**src/rtl/mem_port_arbiter.sv**
```systemverilog
`default_nettype none
// ============================================================================
// Module   : mem_port_arbiter
// Purpose  : Shares one single-port SRAM between the fetch and data requesters
//            with a one-deep response tracker. Define ARB_RR_EN for round-robin
//            conflict resolution instead of data priority with starvation bound.
// Revision : 1.0  initial release
// ============================================================================
module mem_port_arbiter #(
    parameter int STARVE_MAX = 4,
    parameter int ADDR_W     = 32
) (
    input  logic              clk,
    input  logic              resetn,
    input  logic              inst_req,
    input  logic [ADDR_W-1:0] inst_addr,
    output logic              inst_addr_ok,
    output logic              inst_data_ok,
    output logic [31:0]       inst_rdata,
    input  logic              data_req,
    input  logic              data_wr,
    input  logic [3:0]        data_wstrb,
    input  logic [ADDR_W-1:0] data_addr,
    input  logic [31:0]       data_wdata,
    output logic              data_addr_ok,
    output logic              data_data_ok,
    output logic [31:0]       data_rdata,
    output logic              sram_en,
    output logic [3:0]        sram_we,
    output logic [ADDR_W-1:0] sram_addr,
    output logic [31:0]       sram_wdata,
    input  logic [31:0]       sram_rdata,
    output logic [3:0]        starve_cnt
);

    logic w_inst_wins;
    logic w_grant_inst;
    logic w_grant_data;
    logic r_resp_inst;
    logic r_resp_data;

    // Grants are gated by resetn so nothing reaches the SRAM while in reset.
    assign w_grant_inst = resetn & inst_req & (~data_req | w_inst_wins);
    assign w_grant_data = resetn & data_req & (~inst_req | ~w_inst_wins);

`ifdef ARB_RR_EN
    logic r_last_grant;     // 1: inst was granted last, 0: data was

    assign w_inst_wins = ~r_last_grant;
    assign starve_cnt  = 4'd0;

    always_ff @(posedge clk or negedge resetn) begin
        if (!resetn) begin
            r_last_grant <= 1'b0;
        end else if (w_grant_inst) begin
            r_last_grant <= 1'b1;
        end else if (w_grant_data) begin
            r_last_grant <= 1'b0;
        end
    end
`else
    localparam logic [3:0] c_starve_max = 4'(STARVE_MAX);

    logic [3:0] r_starve_cnt;

    assign w_inst_wins = (r_starve_cnt == c_starve_max);
    assign starve_cnt  = r_starve_cnt;

    always_ff @(posedge clk or negedge resetn) begin
        if (!resetn) begin
            r_starve_cnt <= 4'd0;
        end else if (!inst_req || w_grant_inst) begin
            r_starve_cnt <= 4'd0;
        end else if (w_grant_data && (r_starve_cnt != c_starve_max)) begin
            r_starve_cnt <= r_starve_cnt + 4'd1;
        end
    end
`endif

    always_ff @(posedge clk or negedge resetn) begin
        if (!resetn) begin
            r_resp_inst <= 1'b0;
            r_resp_data <= 1'b0;
        end else begin
            r_resp_inst <= w_grant_inst;
            r_resp_data <= w_grant_data;
        end
    end

    assign inst_addr_ok = w_grant_inst;
    assign data_addr_ok = w_grant_data;
    assign inst_data_ok = r_resp_inst;
    assign data_data_ok = r_resp_data;
    assign inst_rdata   = sram_rdata;
    assign data_rdata   = sram_rdata;

    assign sram_en    = w_grant_inst | w_grant_data;
    assign sram_we    = (w_grant_data & data_wr) ? data_wstrb : 4'b0000;
    assign sram_addr  = w_grant_inst ? inst_addr : data_addr;
    assign sram_wdata = data_wdata;

endmodule
`default_nettype wire

```
**config.mk**
```make
export PLATFORM = sky130hd
export DESIGN_NAME = mem_port_arbiter
export DESIGN_NICKNAME = d
export VERILOG_FILES = /design/src/rtl/mem_port_arbiter.sv
export SDC_FILE = /design/constraint.sdc
export NUM_CORES = 1
export LEC_CHECK = 0
export ABC_CLOCK_PERIOD_IN_PS = 3600
export BUFFER_PORTS_ARGS = -buffer_cell sky130_fd_sc_hd__buf_2
export CAP_MARGIN = 20
export CORE_AREA = 4 4 107 109
export CTS_BUF_LIST = sky130_fd_sc_hd__clkbuf_2
export DETAILED_ROUTE_END_ITERATION = 8
export DIE_AREA = 0 0 111 113
export PLACE_DENSITY = 0.52
export SETUP_SLACK_MARGIN = 0.3
export SYNTH_ARGS = -nofsm -noshare
export SYNTH_HDL_FRONTEND = slang
export SYNTH_SLANG_ARGS = --single-unit
```
**constraint.sdc**
```tcl
create_clock -name clk -period 3.6 [get_ports clk]
set_input_delay 0.36 -clock clk [delete_from_list [all_inputs] [get_ports clk]]
set_output_delay 0.36 -clock clk [all_outputs]
set_load 0.005 [all_outputs]
```
==> results of run 1 <==
[metrics by stage]
step	utilization (%)	hold WS [ns]	worst slack, ns
CTS	15.3	0.401	0.778
detailed placement	15.0	0.223	1.06
finish	15.3	0.411	0.832
global placement	15.0	0.220	1.16
floorplan	-	0.0644	1.61
global route	15.3	0.431	0.683
[what timing repair did]
action,4_1_cts,5_1_grt
hold buffers,1,0
hold endpoints to repair,6,0
endpoints found under the setup margin,0,0
resized for setup,0,0
[how the worst max path moves through the flow]
stage,start,to,slack [ns],cells past startpoint
after CTS,resetn,sram_addr[23],0.78,6
after global placement,starve_cnt[0]$_DFFE_PN0P_,sram_addr[31],1.16,7
after floorplan,starve_cnt[0]$_DFFE_PN0P_,sram_addr[0],1.61,7
after detailed placement,starve_cnt[0]$_DFFE_PN0P_,sram_addr[23],1.06,7
after global routing,resetn,sram_addr[28],0.68,6
final,resetn,sram_addr[23],0.83,6
[cells in the mapped netlist, types with 2 or more instances]
library cell   n  area [um^2]
nand2_1        4         15.0
mux2_2         4         45.0
ha_1           2         25.0
buf_12         3         60.1
mux2_4        28          420
buf_4         96          721
inv_1          6         22.5
a211oi_1       2         15.0
dfrtp_1        6          150
and2_1         4         25.0
o21ai_0        4         20.0
[cells in the final DEF, fill, tap and decap left out, types with 2 or more instances in the layout]
| cell | count |
|---|---|
| buf_2 | 117 |
| mux2_4 | 28 |
| inv_1 | 6 |
| dfrtp_1 | 6 |
| nand2_1 | 4 |
| and2_1 | 4 |
| mux2_2 | 4 |
| o21ai_0 | 4 |
| clkbuf_2 | 3 |
| a211oi_1 | 2 |
| ha_1 | 2 |
[state kept, by name, summed over array words and instances, names as in the netlist]
signal        cells
data_data_ok      1
inst_data_ok      1
starve_cnt        4
[report_power, final]
group	switching, mW	internal [mW]	total, mW
clock network	0.0266	0.0226	0.0492
registers	0.00159	0.0694	0.0710
logic	0.0511	0.0885	0.140
[layout make-up]
class                   instances  area (um^2)
well taps                     140          175
repair buffers                119          616
inverters                       6         22.5
fillers                      1210         8980
flip-flops and latches          6          150
clock buffers                   3         15.0
multi-input cells              57          639
[cell families (layout without fill, tap and decap cells)]
logic type | Yosys count | in the layout
AOI/OAI and AO/OA | 10 | 10
and+or+nand+nor | 12 | 12
muxes | 32 | 32
xor gates and xnor gates | 1 | 1
DFF | 6 | 6
buffers and inverters | 106 | 128
adders and majority gates | 2 | 2
[worst max-delay path: cells and delay by family]
| family | cells | cell delay [ns] |
|---|---|---|
| buf+inv | 4 | 1.13 |
| mux | 1 | 0.36 |
| compound gates | 1 | 0.53 |
[metal layers]
metal	wire length [um]	share of wire [%]
met2	2200	50
met4	111	2.5
met1	1470	33
met3	636	14
met5	0	0
==> run_results.csv, run 1 <==
group,metric,value,unit
power,p_leak,0.873,nW
min_path,hp-start,"inst_req",
placement,hpwl,3.94,mm
drt,antenna_left,0,
synth,async_reset_ff_share,100,%
synth,syn-num-nets,308,
timing,timing.fmax,0.361,GHz
flow_run,drv_cap,0,
global_routing,antenna_found_initial,0,
worst_setup_path,reg2reg_depth,5,
drt,vias,1115,
worst_setup_path,r2r_slack,1.97,ns
floorplanning,pin_count,278,
worst_setup_path,cp-start-kind,"input pin",
floorplanning,die_h,113,um
floorplanning,die_w,111,um
global_routing,grt_usage,6.53,%
synth,yosys.area_share.simple,4.45,%
timing,skew,0.00650,ns
synth,ys_ff_latch,6,
layout,drive_above_1_share,81.7,%
timing,fin_setup_tns,0,ns
synth,ys_warn_count,0,
synth,ys.flop_type,"dfrtp_1",
floorplanning,rows,38,
run_status,status,"finished, final reports clean",
min_path,hold_end,"starve_cnt[3]$_DFFE_PN0P_",
cts,cts_sinks,6,
cts,cts_tree,"done",
worst_setup_path,reg2reg_to,"starve_cnt[0]$_DFFE_PN0P_",
synth,synth_top_family_by_area,"buffers and inverters",
drt,wl_per_cell,13.3,um
floorplanning,initial_core_util,15.1,%
synth,synthXorXnorAreaFrac,0.546,%
synth,synthMuxAreaShare,29.0,%
drt,wl,4.42,mm
synth,synth_compound_gate_area_share,4.29,%
worst_setup_path,path_cells,"dlygate4sd3_1 > buf_2 > o211a_2 > buf_12 > mux2_2 > buf_2",
worst_setup_path,cp.required,3.24,ns
synth,ys_types,21,
min_path,hold_class,"input pin to register",
placement,io_buffers,117,
global_routing,globalRouteMet3Util,3.69,%
drt,first_pass_iters,4,
timing,relSlewSlack,62.8,%
timing,fin_crit,2.77,ns
timing,setup_viol,0,
worst_setup_path,end_kind,"output port",
global_routing,grt_start_max_net_pins,24,
layout,area_delta_synth_final,0.858,%
synth,netlist_area,1600,um^2
min_path,worstHoldPathCells,3,
worst_setup_path,worstPathMaxFanout,23,
cts,clock_latency,0.23,ns
floorplanning,core_area,10600,um^2
synth,synthCells,169,
timing,period_share,76.9,%
worst_setup_path,cpPeakStageDelay,0.53,ns
power,peakVddDrop,0.0000913,V
synth,ys_seq_area_share,9.36,%
timing,worstMarginPinSlew,0.555,ns
cts,cts_setup_buffers,0,
placement,placed_area,1590,um^2
synth,synth_edf_count,0,
placement,place_inst,327,
timing,rsz0062_at_grt,"false",
global_routing,grt_busiest_layer,"met2",
synth,syn_avg_cell_area,9.49,um^2
drt,viasPerCell,3.37,
power,p_total,0.260,mW
synth,synth_adder_area_share,1.56,%
global_routing,grt_pass1_wl,6.43,mm
cts,cts-root-buf,"clkbuf_2",
timing,hold_viol_final,0,
worst_setup_path,cp_slowest_cell,"o211a_2",
cts,clkTransAtPathRegs,0.07,ns
worst_setup_path,r2r_start,"starve_cnt[0]$_DFFE_PN0P_",
layout,layout.nets,332,
drt,first_iter_violations,15,
floorplanning,die_area,12500,um^2
global_routing,gr-total-overflow,0,
global_routing,met1_usage,6.22,%
worst_setup_path,worstSetupPathType,"input pin to output port",
cts,htree_num_levels,1,
drt,post-route-drc-count,0,
worst_setup_path,arrival,2.41,ns
cts,clk_path_buf_depth,2,
layout,insertedDiodeCount,0,
placement,routabilityCongestion,0.870,
global_routing,grt_pass1_vias,1102,
timing,drv_slew,0,
layout,fin_cells,331,
power,powerDensity,161,nW/um^2
cts,cts_buffers,3,
layout,stdcell_area,1620,um^2
global_routing,met2_usage,11.6,%
worst_setup_path,crit_top_cell,"buf_2",
Power figures use the tool's default switching activity.
==> run 2, diff against run 1 <==
ABC_CLOCK_PERIOD_IN_PS = 2890   (was 3600)
clock period = 2.89 ns   (was 3.6 ns; I/O delays follow)
==> run_results.csv, run 2 (synthesis gave the netlist of run 1 again) <==
group,metric,value,unit
run_status,status,"finished, final reports clean",
worst_setup_path,cp.required,2.60,ns
worst_setup_path,path_cells,"inv_1 > ha_1 > and3b_4 > o211a_2 > buf_6 > mux2_2 > buf_2",
timing,drv_slew,0,
floorplanning,die_h,113,um
worst_setup_path,worstPathMaxFanout,24,
timing,timing.fmax,0.419,GHz
layout,insertedDiodeCount,0,
placement,routabilityCongestion,0.900,
layout,largest_reg_flops,4,
power,powerDensity,199,nW/um^2
floorplanning,die_w,111,um
drt,first_pass_iters,4,
placement,hpwl,3.88,mm
global_routing,grt_usage,6.42,%
drt,vias,1093,
cts,htree_num_levels,1,
timing,relSlewSlack,69.8,%
worst_setup_path,worstPathBufferInverterCount,3,
cts,cts_setup_buffers,0,
floorplanning,pin_count,278,
worst_setup_path,arrival,2.10,ns
power,peakVddDrop,0.0000824,V
worst_setup_path,r2r_start,"starve_cnt[0]$_DFFE_PN0P_",
min_path,hp-start,"inst_req",
cts,cts_sinks,6,
worst_setup_path,cp-start-kind,"register",
layout,final_util,15.2,%
timing,fin_setup_tns,0,ns
power,p_leak,0.876,nW
drt,wl,4.33,mm
timing,fin_crit,2.39,ns
layout,nFillCells,1202,
timing,hold_viol_final,0,
drt,post-route-drc-count,0,
placement,io_buffers,117,
floorplanning,rows,38,
timing,skew,0.00510,ns
floorplanning,core_area,10600,um^2
layout,layout.nets,333,
global_routing,grt_pass1_vias,1086,
drt,wl_per_cell,13.0,um
cts,cts_buffers,3,
layout,final_common_cell,"buf_2",
drt,first_iter_violations,17,
worst_setup_path,critPathTopFamily,"buffers and inverters",
global_routing,grt_start_max_net_pins,25,
flow_run,drv_cap,0,
drt,viasPerCell,3.29,
layout,layout_common_cells,"buf_2 (117), mux2_4 (28), inv_1 (6), dfrtp_1 (6)",
worst_setup_path,crit_start,"starve_cnt[0]$_DFFE_PN0P_",
global_routing,gr-total-overflow,0,
floorplanning,die_area,12500,um^2
cts,cts-root-buf,"clkbuf_2",
timing,rsz0062_at_grt,"false",
worst_setup_path,cp_slowest_cell,"dfrtp_1",
floorplanning,initial_core_util,15.1,%
worst_setup_path,cpPeakStageDelay,0.43,ns
global_routing,grt_pass1_wl,6.38,mm
min_path,hold_class,"input pin to register",
timing,setup_viol,0,
cts,clk_path_buf_depth,2,
drt,antenna_left,0,
worst_setup_path,worstSetupPathType,"register to output port",
timing,period_share,82.5,%
global_routing,antenna_found_initial,0,
timing,worstMarginPinSlew,0.450,ns
cts,clkTransAtPathRegs,0.07,ns
worst_setup_path,end_kind,"output port",
cts,clock_latency,0.22,ns
cts,cts_tree,"done",
layout,drive_above_1_share,81.8,%
layout,area_delta_synth_final,0.780,%
[run 2: cell types whose count changed in the layout (fill, tap and decap cells not counted)]
cell,change
buf_6,+1
buf_12,-1
buf_4,+1
[run 2: worst paths after layout]
kind	end	slack, ns	cells past startpoint
hold reg to reg	starve_cnt[0]$_DFFE_PN0P_	0.57	1
max in group asynchronous	inst_data_ok$_DFF_PN0_	2.25	2
hold / removal	data_data_ok$_DFF_PN0_	0.35	2
setup / recovery	sram_addr[27]	0.50	7
min in group asynchronous	starve_cnt[1]$_DFFE_PN0P_	0.45	2
setup reg to reg	starve_cnt[1]$_DFFE_PN0P_	1.28	5
[run 2: area by class of cell]
type / instances / area, um^2 / share of cell area (%)
multi-input cells: 57 / 639 / 39.6
repair buffers: 120 / 614 / 38.0
well taps: 140 / 175 / 10.8
flip-flops and latches: 6 / 150 / 9.29
inverters: 6 / 22.5 / 1.39
clock buffers: 3 / 15.0 / 0.929
[run 2: power breakdown]
group          switching, mW  total [mW]  internal [mW]
combinational         0.0630       0.173          0.110
sequential           0.00201      0.0884         0.0864
clock                 0.0318      0.0600         0.0282
[run 2: stage by stage]
step / std cells / power (mW) / setup slack (ns) / instance area (um^2) / hold WS (ns)
global placement: 328 / 0.263 / 0.692 / 1590 / 0.150
floorplan: 169 / 0.280 / 0.975 / 1600 / -0.00659
CTS: 332 / 0.331 / 0.367 / 1610 / 0.339
global route: 332 / 0.350 / 0.335 / 1620 / 0.366
detailed placement: 328 / 0.265 / 0.629 / 1590 / 0.152
finish: 332 / 0.321 / 0.504 / 1620 / 0.351
[run 2: what timing repair did]
item	CTS	global route
endpoints found under the setup margin	0	4
hold buffers	1	0
resized for setup	0	1
hold endpoints to repair	6	0
[run 2: routing by layer]
layer	wire length [um]	vias to the layer above	global-route usage [%]	share of wire (%)
met3	679	20	4.01	16
met1	1520	478	6.55	35
met2	2020	97	10.3	47
li1	-	498	-	-
met4	111	0	3.28	2.6
met5	0	-	0	0
==> run 3, diff against run 2 <==
ABC_CLOCK_PERIOD_IN_PS = 1920   (was 2890)
PLACE_DENSITY = 0.54   (was 0.52)
clock period = 1.92 ns   (was 2.89 ns; I/O delays follow)
==> run_results.csv, run 3 (synthesis gave the netlist of run 1 again) <==
group,metric,value,unit
layout,area_delta_synth_final,21.1,%
timing,rsz0062_at_grt,"true",
global_routing,antenna_found_initial,0,
worst_setup_path,critPathTopFamily,"flip-flops",
placement,hpwl,3.38,mm
run_status,status,"complete, but fails checks",
worst_setup_path,crit_end,"sram_addr[29]",
worst_setup_path,crit_start,"starve_cnt[0]$_DFFE_PN0P_",
timing,timing.fmax,0.484,GHz
layout,largest_reg_flops,4,
worst_setup_path,cpPeakStageDelay,0.38,ns
drt,vias,1137,
worst_setup_path,arrival,1.87,ns
drt,post-route-drc-count,0,
cts,clkTransAtPathRegs,0.06,ns
worst_setup_path,r2r_start,"starve_cnt[0]$_DFFE_PN0P_",
power,peakVddDrop,0.000185,V
layout,seq_area,150,um^2
layout,drive_above_1_share,83.9,%
drt,antenna_left,0,
layout,final_util,18.3,%
layout,final_common_cell,"buf_2",
worst_setup_path,cp-start-kind,"register",
worst_setup_path,cp.depth,7,
worst_setup_path,reg2reg_depth,6,
timing,fin_setup_tns,-4.15,ns
worst_setup_path,worstPathBufferInverterCount,3,
floorplanning,pin_count,278,
power,p_total,0.567,mW
global_routing,gr-total-overflow,0,
floorplanning,die_area,12500,um^2
power,p_leak,1.01,nW
global_routing,grt_pass1_vias,1214,
global_routing,grt_usage,5.78,%
timing,worstMarginPinSlew,0.309,ns
floorplanning,die_w,111,um
drt,viasPerCell,3.35,
power,powerDensity,292,nW/um^2
drt,wl_per_cell,12.3,um
layout,insertedDiodeCount,0,
floorplanning,rows,38,
floorplanning,core_area,10600,um^2
floorplanning,die_h,113,um
cts,htree_num_levels,1,
timing,setup_viol,32,
timing,relSlewSlack,79.4,%
min_path,worstHoldPathCells,3,
timing,period_share,108,%
flow_run,drv_cap,0,
cts,cts_sinks,6,
placement,place_ws,0.0183,ns
layout,layout_common_cells,"buf_2 (85), mux2_4 (32), buf_6 (32), buf_4 (7)",
layout,nFillCells,1179,
worst_setup_path,worstPathMaxFanout,20,
drt,wl,4.18,mm
timing,layout_setup_ws,-0.147,ns
cts,cts-root-buf,"clkbuf_2",
min_path,hold_class,"input pin to register",
placement,routabilityCongestion,0.858,
global_routing,grt_pass1_wl,5.97,mm
placement,io_buffers,117,
worst_setup_path,cp.required,1.73,ns
drt,first_pass_iters,3,
timing,hold_viol_final,0,
timing,drv_slew,0,
worst_setup_path,end_kind,"output port",
layout,multi_input_area,692,um^2
run_status,violations,"setup timing",
worst_setup_path,cp_slowest_cell,"dfrtp_1",
worst_setup_path,r2r_slack,0.39,ns
global_routing,grt_start_max_net_pins,21,
cts,cts_buffers,3,
worst_setup_path,reg2reg_to,"starve_cnt[2]$_DFFE_PN0P_",
drt,first_iter_violations,15,
worst_setup_path,worstSetupPathType,"register to output port",
cts,cts_tree,"done",
timing,skew,0.00210,ns
cts,clock_latency,0.22,ns
cts,clk_path_buf_depth,2,
timing,fin_crit,2.07,ns
floorplanning,initial_core_util,15.1,%
worst_setup_path,path_cells,"inv_1 > ha_2 > and3b_4 > o211a_4 > buf_12 > mux2_4 > buf_6",
layout,layout.nets,340,
run 3: final cells by class:
cell class / count / share of cell area [%]
Timing Repair Buffer: 127 / 45.7
Clock buffer: 3 / 0.773
Tap cell: 140 / 9.01
Inverter: 6 / 1.16
Sequential cell: 6 / 7.73
Multi-Input combinational cell: 57 / 35.6
run 3: metrics by stage:
stage | instance area (um^2) | std cells | hold WS, ns
floorplan | 1610 | 169 | -0.104
global placement | 1650 | 333 | 0.0557
detailed placement | 1650 | 333 | 0.0595
CTS | 1900 | 337 | 0.280
global route | 1940 | 339 | 0.322
finish | 1940 | 339 | 0.309
run 3: repair_timing:
| action | 4_1_cts | 5_1_grt |
|---|---|---|
| resized for setup | 39 | 4 |
| endpoints found under the hold margin | 6 | 0 |
| hold buffers | 1 | 0 |
| buffers inserted | 0 | 2 |
| setup endpoints to repair | 39 | 39 |
| pin swaps | 3 | 3 |
run 3: worst reg2reg max path, stage by stage (launching register included):
cell and delay (ns):
dfrtp_1 0.35, inv_1 0.05, ha_2 0.18, and3b_4 0.19, buf_4 0.15, or3_4 0.38
o21ai_0 0.16
run 3: per-layer routing:
layer / wire, um / share of wire (%) / GRT usage, %
met4: 126 / 3.0 / 2.30
met1: 1320 / 32 / 5.21
met2: 2150 / 51 / 10.9
met3: 584 / 14 / 3.05
met5: 0 / 0 / 0
run 3: power by group:
| group | leakage [nW] | internal [mW] | switching (mW) |
|---|---|---|---|
| clock | 0.0125 | 0.0423 | 0.0460 |
| combinational | 0.914 | 0.234 | 0.114 |
| sequential | 0.0816 | 0.130 | 0.00122 |
| total | 1.01 | 0.406 | 0.161 |
run 3: worst min-delay path by stage:
| stage | startpoint | to | slack (ns) |
|---|---|---|---|
| 5_1_grt | inst_req | starve_cnt[3]$_DFFE_PN0P_ | 0.32 |
| 4_1_cts | inst_req | data_data_ok$_DFF_PN0_ | 0.28 |
| 2_1_floorplan | resetn | data_data_ok$_DFF_PN0_ | -0.10 |
| 3_5_place_dp | resetn | starve_cnt[0]$_DFFE_PN0P_ | 0.06 |
| 3_3_place_gp | resetn | starve_cnt[2]$_DFFE_PN0P_ | 0.06 |
| 6_report | inst_req | starve_cnt[3]$_DFFE_PN0P_ | 0.31 |
